File: config.mk
export PLATFORM = sky130hd
export DESIGN_NAME = instr_sequencer
export DESIGN_NICKNAME = d
export VERILOG_FILES = /design/src/rtl/cpu_isa_pkg.sv /design/src/rtl/instr_class_dec.sv /design/src/rtl/instr_sequencer.sv
export SDC_FILE = /design/constraint.sdc
export NUM_CORES = 1
export LEC_CHECK = 0
export ABC_AREA = 0
export CAP_MARGIN = 20
export CORE_ASPECT_RATIO = 0.7
export CORE_UTILIZATION = 46
export DETAILED_ROUTE_END_ITERATION = 8
export PLACE_DENSITY = 0.8
export SLEW_MARGIN = 20
export SYNTH_ARGS = -nofsm -noshare
export SYNTH_HDL_FRONTEND = slang
export SYNTH_SLANG_ARGS = --single-unit
File: constraint.sdc
create_clock -name clk -period 2.8 [get_ports clk]
set_clock_uncertainty 0.15 [all_clocks]
set_input_delay 0.56 -clock clk [delete_from_list [all_inputs] [get_ports clk]]
set_output_delay 0.56 -clock clk [all_outputs]
set_load 0.05 [all_outputs]
File: src/rtl/cpu_isa_pkg.sv
// Shared ISA definitions for the 8-bit CPU: opcode/func encodings, sequencer
// cycle numbers, instruction classes and ALU control codes.
package cpu_isa_pkg;

    localparam int OPC_W   = 4;
    localparam int FUNC_W  = 4;
    localparam int STATE_W = 3;

    typedef logic [OPC_W-1:0]   opcode_t;
    typedef logic [FUNC_W-1:0]  func_t;
    typedef logic [STATE_W-1:0] seq_state_t;

    // Primary opcodes; 0111 is reserved and decodes as illegal.
    localparam opcode_t OP_RTYPE = 4'b0000;
    localparam opcode_t OP_ADDI  = 4'b0001;
    localparam opcode_t OP_SUBI  = 4'b0010;
    localparam opcode_t OP_ANDI  = 4'b0011;
    localparam opcode_t OP_ORI   = 4'b0100;
    localparam opcode_t OP_XORI  = 4'b0101;
    localparam opcode_t OP_CMPI  = 4'b0110;
    localparam opcode_t OP_ILL   = 4'b0111;
    localparam opcode_t OP_RET   = 4'b1000;
    localparam opcode_t OP_RCALL = 4'b1001;
    localparam opcode_t OP_RJMP  = 4'b1010;
    localparam opcode_t OP_JE    = 4'b1011;
    localparam opcode_t OP_JNE   = 4'b1100;
    localparam opcode_t OP_JB    = 4'b1101;
    localparam opcode_t OP_JAE   = 4'b1110;
    localparam opcode_t OP_JL    = 4'b1111;

    // R-type function codes; 0000, 0110 and 0111 are illegal.
    localparam func_t FN_ADD   = 4'b0001;
    localparam func_t FN_SUB   = 4'b0010;
    localparam func_t FN_AND   = 4'b0011;
    localparam func_t FN_OR    = 4'b0100;
    localparam func_t FN_XOR   = 4'b0101;
    localparam func_t FN_LSR   = 4'b1000;
    localparam func_t FN_LSL   = 4'b1001;
    localparam func_t FN_ASR   = 4'b1010;
    localparam func_t FN_PUSH  = 4'b1011;
    localparam func_t FN_POP   = 4'b1100;
    localparam func_t FN_PUSHF = 4'b1101;
    localparam func_t FN_POPF  = 4'b1110;
    localparam func_t FN_CMP   = 4'b1111;

    localparam seq_state_t S_FETCH  = 3'd0;
    localparam seq_state_t S_DECODE = 3'd1;
    localparam seq_state_t S_EXEC   = 3'd2;
    localparam seq_state_t S_WB     = 3'd3;
    localparam seq_state_t S_PC     = 3'd4;
    localparam seq_state_t S_CALL   = 3'd5;
    localparam seq_state_t S_LAST   = S_CALL;

    typedef enum logic [3:0] {
        ALU_ADD  = 4'd0,
        ALU_SUB  = 4'd1,
        ALU_AND  = 4'd2,
        ALU_OR   = 4'd3,
        ALU_XOR  = 4'd4,
        ALU_LSR  = 4'd5,
        ALU_LSL  = 4'd6,
        ALU_ASR  = 4'd7,
        ALU_PASS = 4'd8
    } alu_ctrl_e;

    typedef enum logic [3:0] {
        CLS_NOP   = 4'd0,
        CLS_ALU   = 4'd1,
        CLS_CMP   = 4'd2,
        CLS_JMP   = 4'd3,
        CLS_BR    = 4'd4,
        CLS_PUSH  = 4'd5,
        CLS_POP   = 4'd6,
        CLS_POPF  = 4'd7,
        CLS_RET   = 4'd8,
        CLS_RCALL = 4'd9
    } instr_class_e;

    typedef struct packed {
        instr_class_e cls;
        seq_state_t   last_state;
        logic         illegal;
    } class_info_t;

    // Cycle in which each class raises instr_done.
    function automatic seq_state_t class_last_state(input instr_class_e cls);
        case (cls)
            CLS_CMP, CLS_JMP, CLS_BR:             return S_EXEC;
            CLS_ALU, CLS_PUSH, CLS_POP, CLS_POPF: return S_WB;
            CLS_RET:                              return S_PC;
            CLS_RCALL:                            return S_CALL;
            default:                              return S_DECODE;
        endcase
    endfunction

    // ALU operation for the execute cycle; ADD is the default so that the
    // fetch-cycle PC increment needs no special case in the ALU decoder.
    function automatic alu_ctrl_e alu_ctrl_for(input opcode_t op, input func_t fn);
        case (op)
            OP_RTYPE: begin
                case (fn)
                    FN_SUB, FN_CMP: return ALU_SUB;
                    FN_AND:         return ALU_AND;
                    FN_OR:          return ALU_OR;
                    FN_XOR:         return ALU_XOR;
                    FN_LSR:         return ALU_LSR;
                    FN_LSL:         return ALU_LSL;
                    FN_ASR:         return ALU_ASR;
                    FN_PUSH, FN_PUSHF, FN_POP, FN_POPF: return ALU_PASS;
                    default:        return ALU_ADD;
                endcase
            end
            OP_SUBI, OP_CMPI: return ALU_SUB;
            OP_ANDI:          return ALU_AND;
            OP_ORI:           return ALU_OR;
            OP_XORI:          return ALU_XOR;
            default:          return ALU_ADD;
        endcase
    endfunction

endpackage

File: src/rtl/instr_class_dec.sv
// Combinational instruction classifier: opcode/func -> {class, last cycle,
// illegal}. Shared by the sequencer to pick its per-cycle schedule.
module instr_class_dec
    import cpu_isa_pkg::*;
(
    input  opcode_t     opcode_i,
    input  func_t       func_i,
    output class_info_t info_o
);

    instr_class_e cls;
    logic         illegal;

    always_comb begin
        // NOTE: every output of a combinational block gets a default first, so
        // no path through the case statements can leave it holding a value.
        cls     = CLS_NOP;
        illegal = 1'b0;
        case (opcode_i)
            OP_RTYPE: begin
                case (func_i)
                    FN_ADD, FN_SUB, FN_AND, FN_OR, FN_XOR,
                    FN_LSR, FN_LSL, FN_ASR: cls = CLS_ALU;
                    FN_CMP:                 cls = CLS_CMP;
                    FN_PUSH, FN_PUSHF:      cls = CLS_PUSH;
                    FN_POP:                 cls = CLS_POP;
                    FN_POPF:                cls = CLS_POPF;
                    default:                illegal = 1'b1;
                endcase
            end
            OP_ADDI, OP_SUBI, OP_ANDI, OP_ORI, OP_XORI: cls = CLS_ALU;
            OP_CMPI:                                    cls = CLS_CMP;
            OP_RET:                                     cls = CLS_RET;
            OP_RCALL:                                   cls = CLS_RCALL;
            OP_RJMP:                                    cls = CLS_JMP;
            OP_JE, OP_JNE, OP_JB, OP_JAE, OP_JL:        cls = CLS_BR;
            default:                                    illegal = 1'b1;
        endcase

        info_o.cls        = cls;
        info_o.last_state = class_last_state(cls);
        info_o.illegal    = illegal;
    end

endmodule

File: src/rtl/instr_sequencer.sv
// Multi-cycle control sequencer: fetches into IR, steps a 3-bit cycle counter
// and emits write strobes and data-memory handshakes. Optional single-step
// control is enabled with the INSTR_SEQ_STEP_EN macro.
module instr_sequencer
    import cpu_isa_pkg::*;
#(
    parameter int INSTR_WIDTH  = 16,
    parameter int OPCODE_WIDTH = OPC_W,
    parameter int FUNC_WIDTH   = FUNC_W
) (
    input  logic                    clk,
    input  logic                    reset,
    input  logic [INSTR_WIDTH-1:0]  instr_in,
    input  logic                    instr_valid,
    output logic                    instr_req,
    input  logic                    mem_ack,
    output logic                    mem_req,
    output logic                    mem_we,
    input  logic                    cond_true,
    output logic [OPCODE_WIDTH-1:0] opcode,
    output logic [FUNC_WIDTH-1:0]   func,
    output logic [2:0]              state,
    output logic                    pc_we,
    output logic                    reg_we,
    output logic                    flags_we,
    output logic                    sp_we,
`ifdef INSTR_SEQ_STEP_EN
    input  logic                    step,
    output logic                    halted,
`endif
    output logic                    instr_done
);

    seq_state_t             state_q, state_d;
    logic [INSTR_WIDTH-1:0] ir_q, ir_d;
    logic                   quiet_q;
    logic                   fetch_en;
    logic                   advance;
    class_info_t            info;

    assign opcode = ir_q[INSTR_WIDTH-1 -: OPCODE_WIDTH];
    assign func   = ir_q[FUNC_WIDTH-1:0];
    assign state  = state_q;

    // Operand bits are consumed by the datapath, not by the sequencer.
    logic operand_bits_unused;
    assign operand_bits_unused = ^ir_q[INSTR_WIDTH-OPCODE_WIDTH-1:FUNC_WIDTH];

    instr_class_dec u_class_dec (
        .opcode_i (opcode),
        .func_i   (func),
        .info_o   (info)
    );

    always_ff @(posedge clk) begin
        // NOTE: state registers use non-blocking assignments so every flop
        // samples its pre-edge inputs regardless of statement order.
        if (reset) begin
            // NOTE: IR is a real register, not storage, so it gets a reset value
            // and opcode/func decode as a clean RTYPE/0 after reset.
            state_q <= S_FETCH;
            ir_q    <= '0;
            quiet_q <= 1'b1;
        end else begin
            state_q <= state_d;
            ir_q    <= ir_d;
            quiet_q <= 1'b0;
        end
    end

`ifdef INSTR_SEQ_STEP_EN
    logic halted_q, halted_d;

    always_comb begin
        halted_d = halted_q;
        if (instr_done) begin
            halted_d = 1'b1;
        end else if (!quiet_q && state_q == S_FETCH && halted_q && step) begin
            halted_d = 1'b0;
        end
    end

    always_ff @(posedge clk) begin
        if (reset) halted_q <= 1'b1;
        else       halted_q <= halted_d;
    end

    assign fetch_en = ~halted_q;
    assign halted   = halted_q;
`else
    assign fetch_en = 1'b1;
`endif

    always_comb begin
        state_d    = state_q;
        ir_d       = ir_q;
        instr_req  = 1'b0;
        pc_we      = 1'b0;
        reg_we     = 1'b0;
        flags_we   = 1'b0;
        sp_we      = 1'b0;
        mem_req    = 1'b0;
        mem_we     = 1'b0;
        instr_done = 1'b0;
        advance    = 1'b0;

        // The cycle right after reset is kept silent so no strobe or request
        // can escape before the rest of the CPU has left reset.
        if (!quiet_q) begin
            if (state_q > S_LAST) begin
                state_d = S_FETCH;
            end else if (state_q == S_FETCH) begin
                if (fetch_en) begin
                    instr_req = 1'b1;
                    if (instr_valid) begin
                        ir_d    = instr_in;
                        pc_we   = 1'b1;
                        state_d = S_DECODE;
                    end
                end
            end else begin
                advance = 1'b1;
                case (info.cls)
                    CLS_ALU: begin
                        flags_we = (state_q == S_EXEC);
                        reg_we   = (state_q == S_WB);
                    end
                    CLS_CMP: flags_we = (state_q == S_EXEC);
                    CLS_JMP: pc_we    = (state_q == S_EXEC);
                    CLS_BR:  pc_we    = (state_q == S_EXEC) && cond_true;
                    CLS_PUSH: begin
                        if (state_q == S_EXEC) begin
                            mem_req = 1'b1;
                            mem_we  = 1'b1;
                            advance = mem_ack;
                        end
                        sp_we = (state_q == S_WB);
                    end
                    CLS_POP, CLS_POPF: begin
                        if (state_q == S_EXEC) begin
                            mem_req = 1'b1;
                            advance = mem_ack;
                        end
                        sp_we    = (state_q == S_WB);
                        reg_we   = (state_q == S_WB) && (info.cls == CLS_POP);
                        flags_we = (state_q == S_WB) && (info.cls == CLS_POPF);
                    end
                    CLS_RET: begin
                        if (state_q == S_EXEC) begin
                            mem_req = 1'b1;
                            advance = mem_ack;
                        end
                        sp_we = (state_q == S_WB);
                        pc_we = (state_q == S_PC);
                    end
                    CLS_RCALL: begin
                        sp_we = (state_q == S_WB);
                        pc_we = (state_q == S_PC);
                        if (state_q == S_CALL) begin
                            mem_req = 1'b1;
                            mem_we  = 1'b1;
                            advance = mem_ack;
                        end
                    end
                    default: ;
                endcase

                // A memory cycle gates its done pulse along with everything else.
                if (advance) begin
                    if (info.illegal || state_q >= info.last_state) begin
                        instr_done = 1'b1;
                        state_d    = S_FETCH;
                    end else begin
                        state_d = state_q + 3'd1;
                    end
                end
            end
        end
    end

endmodule
# Word level (Yosys, flattened, before mapping)
# Memory sizes are Yosys's and may differ from the RTL's.
# Index checks and enable logic that the tools add are counted.
# word_totals
input_bits,21
out_inout_bits,19
mem_bits_ro,48
memories,1
ff_bits,20
# op_classes
eq_ne,41
n_addsub,1
n_reduce_logical,20
n_mux,51
order_cmp,2
bitwise,2
# mem_list
memory,depth,word_bits,read_ports,rd_ports_with_merged_regs,write_ports,line_no,text
(no name shown),16,3,1,0,0,cpu_isa_pkg.sv:87,case (cls)
# ops
cell,count
$eq 4x4->1 const B,18
$mux 1,37
$eq 4x3->1 const B,9
$pmux 4 s7,1
$eq 4x2->1 const B,6
$mux 3,5
$pmux 3 s5,1
$reduce_or 5->1,3
$reduce_or 14->1,1
$reduce_or 13->1,1
$eq 4x1->1 const B,3
$pmux 1 s2,6
$reduce_or 2->1,4
$reduce_or 8->1,1
$eq 3x2->1 const B,2
$eq 3x3->1 const B,2
$logic_not 4->1,1
$reduce_and 4->1,1
$reduce_or 4->1,1
$add 3x1->3 const B,1
$ge 3x3->1,1
$gt 3x3->1 const B,1
$logic_and 1x1->1,3
$logic_not 3->1,1
other kinds (6),7

# Longest topological paths before layout
# depth
depth_word,14
ltp_mapped,12
mapped_depth_nobuf,11

# Cells and area by module
# A second synthesis with hierarchy kept.
# unflattened
cells_unflattened,141
hier_area_um2,1129.8
# by_module_without_submodules
module,instances,cells_each,area_each_um2,seq_area_each_um2
instr_sequencer,1,104,882.1,240.2
instr_class_dec,1,37,247.7,0.0

# Least setup slack after synthesis
# No wires, ideal clock.
# synth_path
path_kind,flip-flop to output port
start,register ir_q[3]
end,output instr_done
t_arrival_ps,3192
n_path_buf,0
stages_incl_launch_ff,9
path_slack_ps,-1102
path_cell_list,dfxtp_1 > and4bb_1 > a21boi_0 > o31ai_1 > a21oi_1 > ha_1 > o221ai_1 > and3_1 > nor3_1
# synth_between
elab_chain_cells,14
# synth_rtl
item,line_no,text
start: declaration,instr_sequencer.sv:35,"logic [INSTR_WIDTH-1:0] ir_q, ir_d;"
start signal: assignment,instr_sequencer.sv:66,ir_q <= ir_d;
"parallel branches: the longest is 10 deep, another holds $mem_v2 16x3",n/a,
$mux 1 *,instr_sequencer.sv:169,if (advance) begin
$mux 1 *,instr_sequencer.sv:112,end else if (state_q == S_FETCH) begin
$mux 1 *,instr_sequencer.sv:110,if (state_q > S_LAST) begin
$mux 1 *,instr_sequencer.sv:109,if (!quiet_q) begin
end: declaration,instr_sequencer.sv:31,output logic instr_done
# Every way passes the cells marked *. The select of a mux whose other input is x is not followed.

# Worst setup path in the final report
# layout_path
start,register ir_q[13]
end,output instr_done
# layout_between
elab_chain_cells,13
# layout_rtl
item,line_no
"parallel branches: the longest is 9 deep, another holds $mem_v2 16x3",n/a
$mux 1 *,instr_sequencer.sv:169
$mux 1 *,instr_sequencer.sv:112
$mux 1 *,instr_sequencer.sv:110
$mux 1 *,instr_sequencer.sv:109
# Marked as above.

==> metrics.log <==
[metrics] ys flop type: dfxtp_1
[metrics] origin of the critical flop-to-flop path: ir_q[13]
[metrics] setup slack of the critical path after layout: -0.340 ns
[metrics] # port buffers: 31
[metrics] final hold slack: 0.380 ns
[metrics] share of async-settable or async-resettable flops after synthesis: 0
[metrics] buffer depth of the longest clock path: 2
[metrics] final worst-path cycle share: 1.12
[metrics] tightest slew margin relative to the limit: 0.651
[metrics] # clock sinks: 12
[metrics] hold endpoint: state[0]
[metrics] Max stage delay on crit path: 0.37 ns
[metrics] Placeable Area: 2500 um2
[metrics] mapped cell area: 1240 um2
[metrics] detail-routed via count per cell: around 6.4
[metrics] share of total power in the clock network: 0.226
[metrics] number of warnings issued by yosys: 0
[metrics] IR Drop Worst-Case VDD: around 0.00037 V
[metrics] setup slack on the worst flop-to-flop path: 0.01 ns
[metrics] largest cells by area after synthesis: dfxtp_1 (19%), ha_1 (8.1%), nor2_1 (6.1%)
[metrics] maximum capacitance violations: 0
[metrics] internal power of the cells: 0.462 mW
[metrics] TritonCTS clock tree: yes
[metrics] post-detailed-routing wire length: around 5000 um
[metrics] RSZ-0062 raised after global routing: yes
[metrics] Psw: 0.312 mW
[metrics] initial standard-cell utilization of the core: 0.496
[metrics] cell area after placement: 1850 um2
[metrics] number of DRC markers after the initial detailed-route iteration: around 160
[metrics] Worst Path Required: 2.09 ns
[metrics] final core area utilization: 0.852
[metrics] Filler Cell Count: 134
[metrics] die area: 2900 um2
[metrics] number of enable flip-flop cells after synthesis: 0
[metrics] result of the run: complete, but fails checks
[metrics] vias in the first global route: roughly 1500
[metrics] clock latency on the worst-skew pair: 0.25 ns
[metrics] IO Pins: 40
[metrics] master cell of the clock root buffer: clkbuf_8
[metrics] last weighted congestion value of the routability-driven placer: between 0.9 and 1
[metrics] maximum number of pins on one net before global-route repair: 14
[metrics] combinational cell fraction of total power: 0.518
[metrics] number of hold violations in the final report: 0
[metrics] count of buffering cells on the critical path with inverters included: 2
[metrics] portion of total power attributed to sequential cells: 0.256
[metrics] Worst R2R End: state[0]
[metrics] first-pass iteration count of the detailed router: 5
[metrics] Mapped Cells: 148
[metrics] count of endpoints failing setup in the final report: 5
[metrics] Tmin final: 3.14 ns
[metrics] Power per Cell Area: 364 nW/um2
[metrics] number of cells on the worst reg-to-reg path: 12
[metrics] horizontal extent of the die: 64.0 um
[metrics] switching fraction of total power: 0.403
[metrics] crit path cell chain: and2_4 > o21a_2 > o31ai_4 > a21oi_2 > ha_2 > buf_4 > o221ai_2 > and3_4 > nor3_4 > buf_12
[metrics] violations in the final reports: setup timing
[metrics] Worst Hold Depth: 2
[metrics] layout cells sized above 1: 0.450
[metrics] number of antenna diodes: 0
[metrics] static leakage power: just over 0.8 nW
[metrics] data arrival time at the worst-slack endpoint: 2.43 ns
[metrics] half-perimeter wire length after detailed placement: 3020 um
[metrics] number of antenna violations at the first check in global routing: 0
[metrics] highest attainable clock frequency: 319 MHz
[metrics] portion of the post-synthesis area used by sequential elements: 0.194
[metrics] startpoint of the lowest-slack hold path: state[0]
[metrics] final standard cell count with taps included and fillers excluded: 245
[metrics] final design instance area without fill: 2130 um2
[metrics] post-synth cell types: 57
[metrics] clock-pin slew of the registers on the worst-case setup and hold paths: approximately 0.050 ns
[metrics] Pwr Total: roughly 0.77 mW
[metrics] vias after detailed routing: 1571
[metrics] post-route antenna net violation count: 0
[metrics] top fanout value on the critical path: 6
[metrics] area added between synthesis and finish: 71.8%
[metrics] cell type with the highest aggregate area in the netlist: dfxtp_1
[metrics] family with the most delay on the worst path: compound AO/OA/AOI/OAI gates
[metrics] drt wl/cell: 20.4 um
[metrics] worst min-delay path class: flip-flop to flip-flop
[metrics] leftover overflow at the end of global routing: 0
[metrics] die outline height: 45.4 um
[metrics] number of storage elements in the synthesis netlist: 12
[metrics] Num CTS Buffers: 3
[metrics] first-pass GRT wire length: 7280 um
[metrics] Synth Net Count: 177
[metrics] startpoint type of the worst setup path: flip-flop
[metrics] crit end category: primary output
[metrics] placed instance count: 232
[metrics] cell at the slowest stage of the critical path: dfxtp_4
[metrics] Tot GR Track Use: 0.339
[metrics] Pins Over Slew Limit: 0
[metrics] maximum level of the CTS H-tree: 1
[metrics] Synth top area share: 0.194
[metrics] classification of the worst setup path: flip-flop to primary output
[metrics] number of design rule violations left after detail routing: 0
[metrics] net count of the finished layout: 241
[metrics] row count: 15
[metrics] mean cell area of the mapped netlist: 8.36 um2
[metrics] Slew @ Worst Pin: 0.523 ns
-- per-layer routing --
metal,global-route usage,share of wire,up-vias
li1,-,-,680
met1,0.433,0.41,743
met2,0.562,0.45,128
met3,0.0875,0.11,20
met4,0.127,0.030,0
met5,0,0,-
-- cell type report --
cell class | instances | area, um2 | area share
timing repair buffer | 66 | 661 | 0.311
multi-input combinational | 121 | 1080 | 0.508
inverter | 8 | 30.0 | 0.0141
clock buffer | 3 | 41.3 | 0.0194
sequential | 12 | 268 | 0.126
tap | 34 | 42.5 | 0.0200
clock inverter | 1 | 3.75 | 0.00177
-- kinds of logic after synthesis --
kind of cell | share of synthesized area
AND/OR/NAND/NOR | 0.272
AO/OA/AOI/OAI | 0.294
buffers and inverters | 0.0789
flip-flops | 0.194
multiplexers | 0.0657
adder cells (fa/ha/maj) | 0.0809
XOR/XNOR | 0.0142
-- registers in the layout (all words and copies together) (netlist names) --
| register | flops |
|---|---|
| ir_q | 8 |
| state | 3 |
| quiet_q | 1 |
-- worst reg2reg max path: stages, from the launching register on --
cell	delay, ns
dfxtp_4	0.37
and2_4	0.17
o21a_2	0.25
o31ai_4	0.31
a21oi_2	0.10
ha_2	0.20
buf_4	0.14
o221ai_2	0.20
buf_4	0.15
buf_4	0.10
a41oi_1	0.10
or3_1	0.34
mux2i_1	0.13
-- cells in the mapped netlist, types with 2 or more instances --
cell type	n
nor2_1	20
dfxtp_1	12
a21oi_1	8
ha_1	8
inv_1	8
mux2i_1	7
nand2_1	6
nand2b_1	6
buf_6	4
nor3_1	4
o211ai_1	4
nor3b_1	3
o21ai_0	3
or3b_1	3
a211o_1	2
a211oi_1	2
a21boi_0	2
a31oi_1	2
and2_1	2
nand3_1	2
o21a_1	2
o21ai_1	2
xnor2_1	2
-- cells in the final DEF, fill, tap and decap left out, drive strengths merged, types with 4 or more instances in the layout --
master | netlist | layout
buf | 5 | 42
clkdlybuf4s50 | 0 | 23
nor2 | 20 | 20
dfxtp | 12 | 12
a21oi | 9 | 9
inv | 8 | 8
ha | 8 | 8
mux2i | 7 | 7
nand2 | 7 | 7
nand2b | 6 | 6
o21ai | 5 | 5
nor3 | 5 | 5
o211ai | 4 | 4
-- power by group through the flow --
stage / Clock (mW) / Sequential, mW / Combinational [mW]
5_1_grt: 0.189 / 0.199 / 0.413
3_5_place_dp: 0 / 0.201 / 0.319
2_1_floorplan: 0 / 0.228 / 0.168
3_3_place_gp: 0 / 0.200 / 0.306
6_report: 0.175 / 0.198 / 0.401
4_1_cts: 0.176 / 0.196 / 0.375
-- worst max path at each step --
stage	depth (start not counted)	startpoint	to	slack (ns)
5_1_grt	11	ir_q[2]	instr_done	-0.39
4_1_cts	10	ir_q[13]	instr_done	-0.22
3_3_place_gp	10	ir_q[13]	instr_done	-0.1
2_1_floorplan	9	ir_q[12]	instr_done	-0.35
3_5_place_dp	10	ir_q[13]	instr_done	-0.19
6_report	10	ir_q[13]	instr_done	-0.34
-- per-stage QoR --
stage          setup TNS (ns)  setup slack [ns]
2_1_floorplan          -0.353            -0.353
3_3_place_gp          -0.0961           -0.0961
3_5_place_dp           -0.193            -0.193
4_1_cts                -0.453            -0.221
5_1_grt                 -1.05            -0.392
6_report               -0.784            -0.340
-- timing repair --
item                       CTS  global route
gates resized for setup     29            17
hold buffers                 0             0
pin swaps                   18            12
setup buffers                9             2
setup endpoints to repair    4             7
Note: power is estimated with default switching activity, not from simulation.
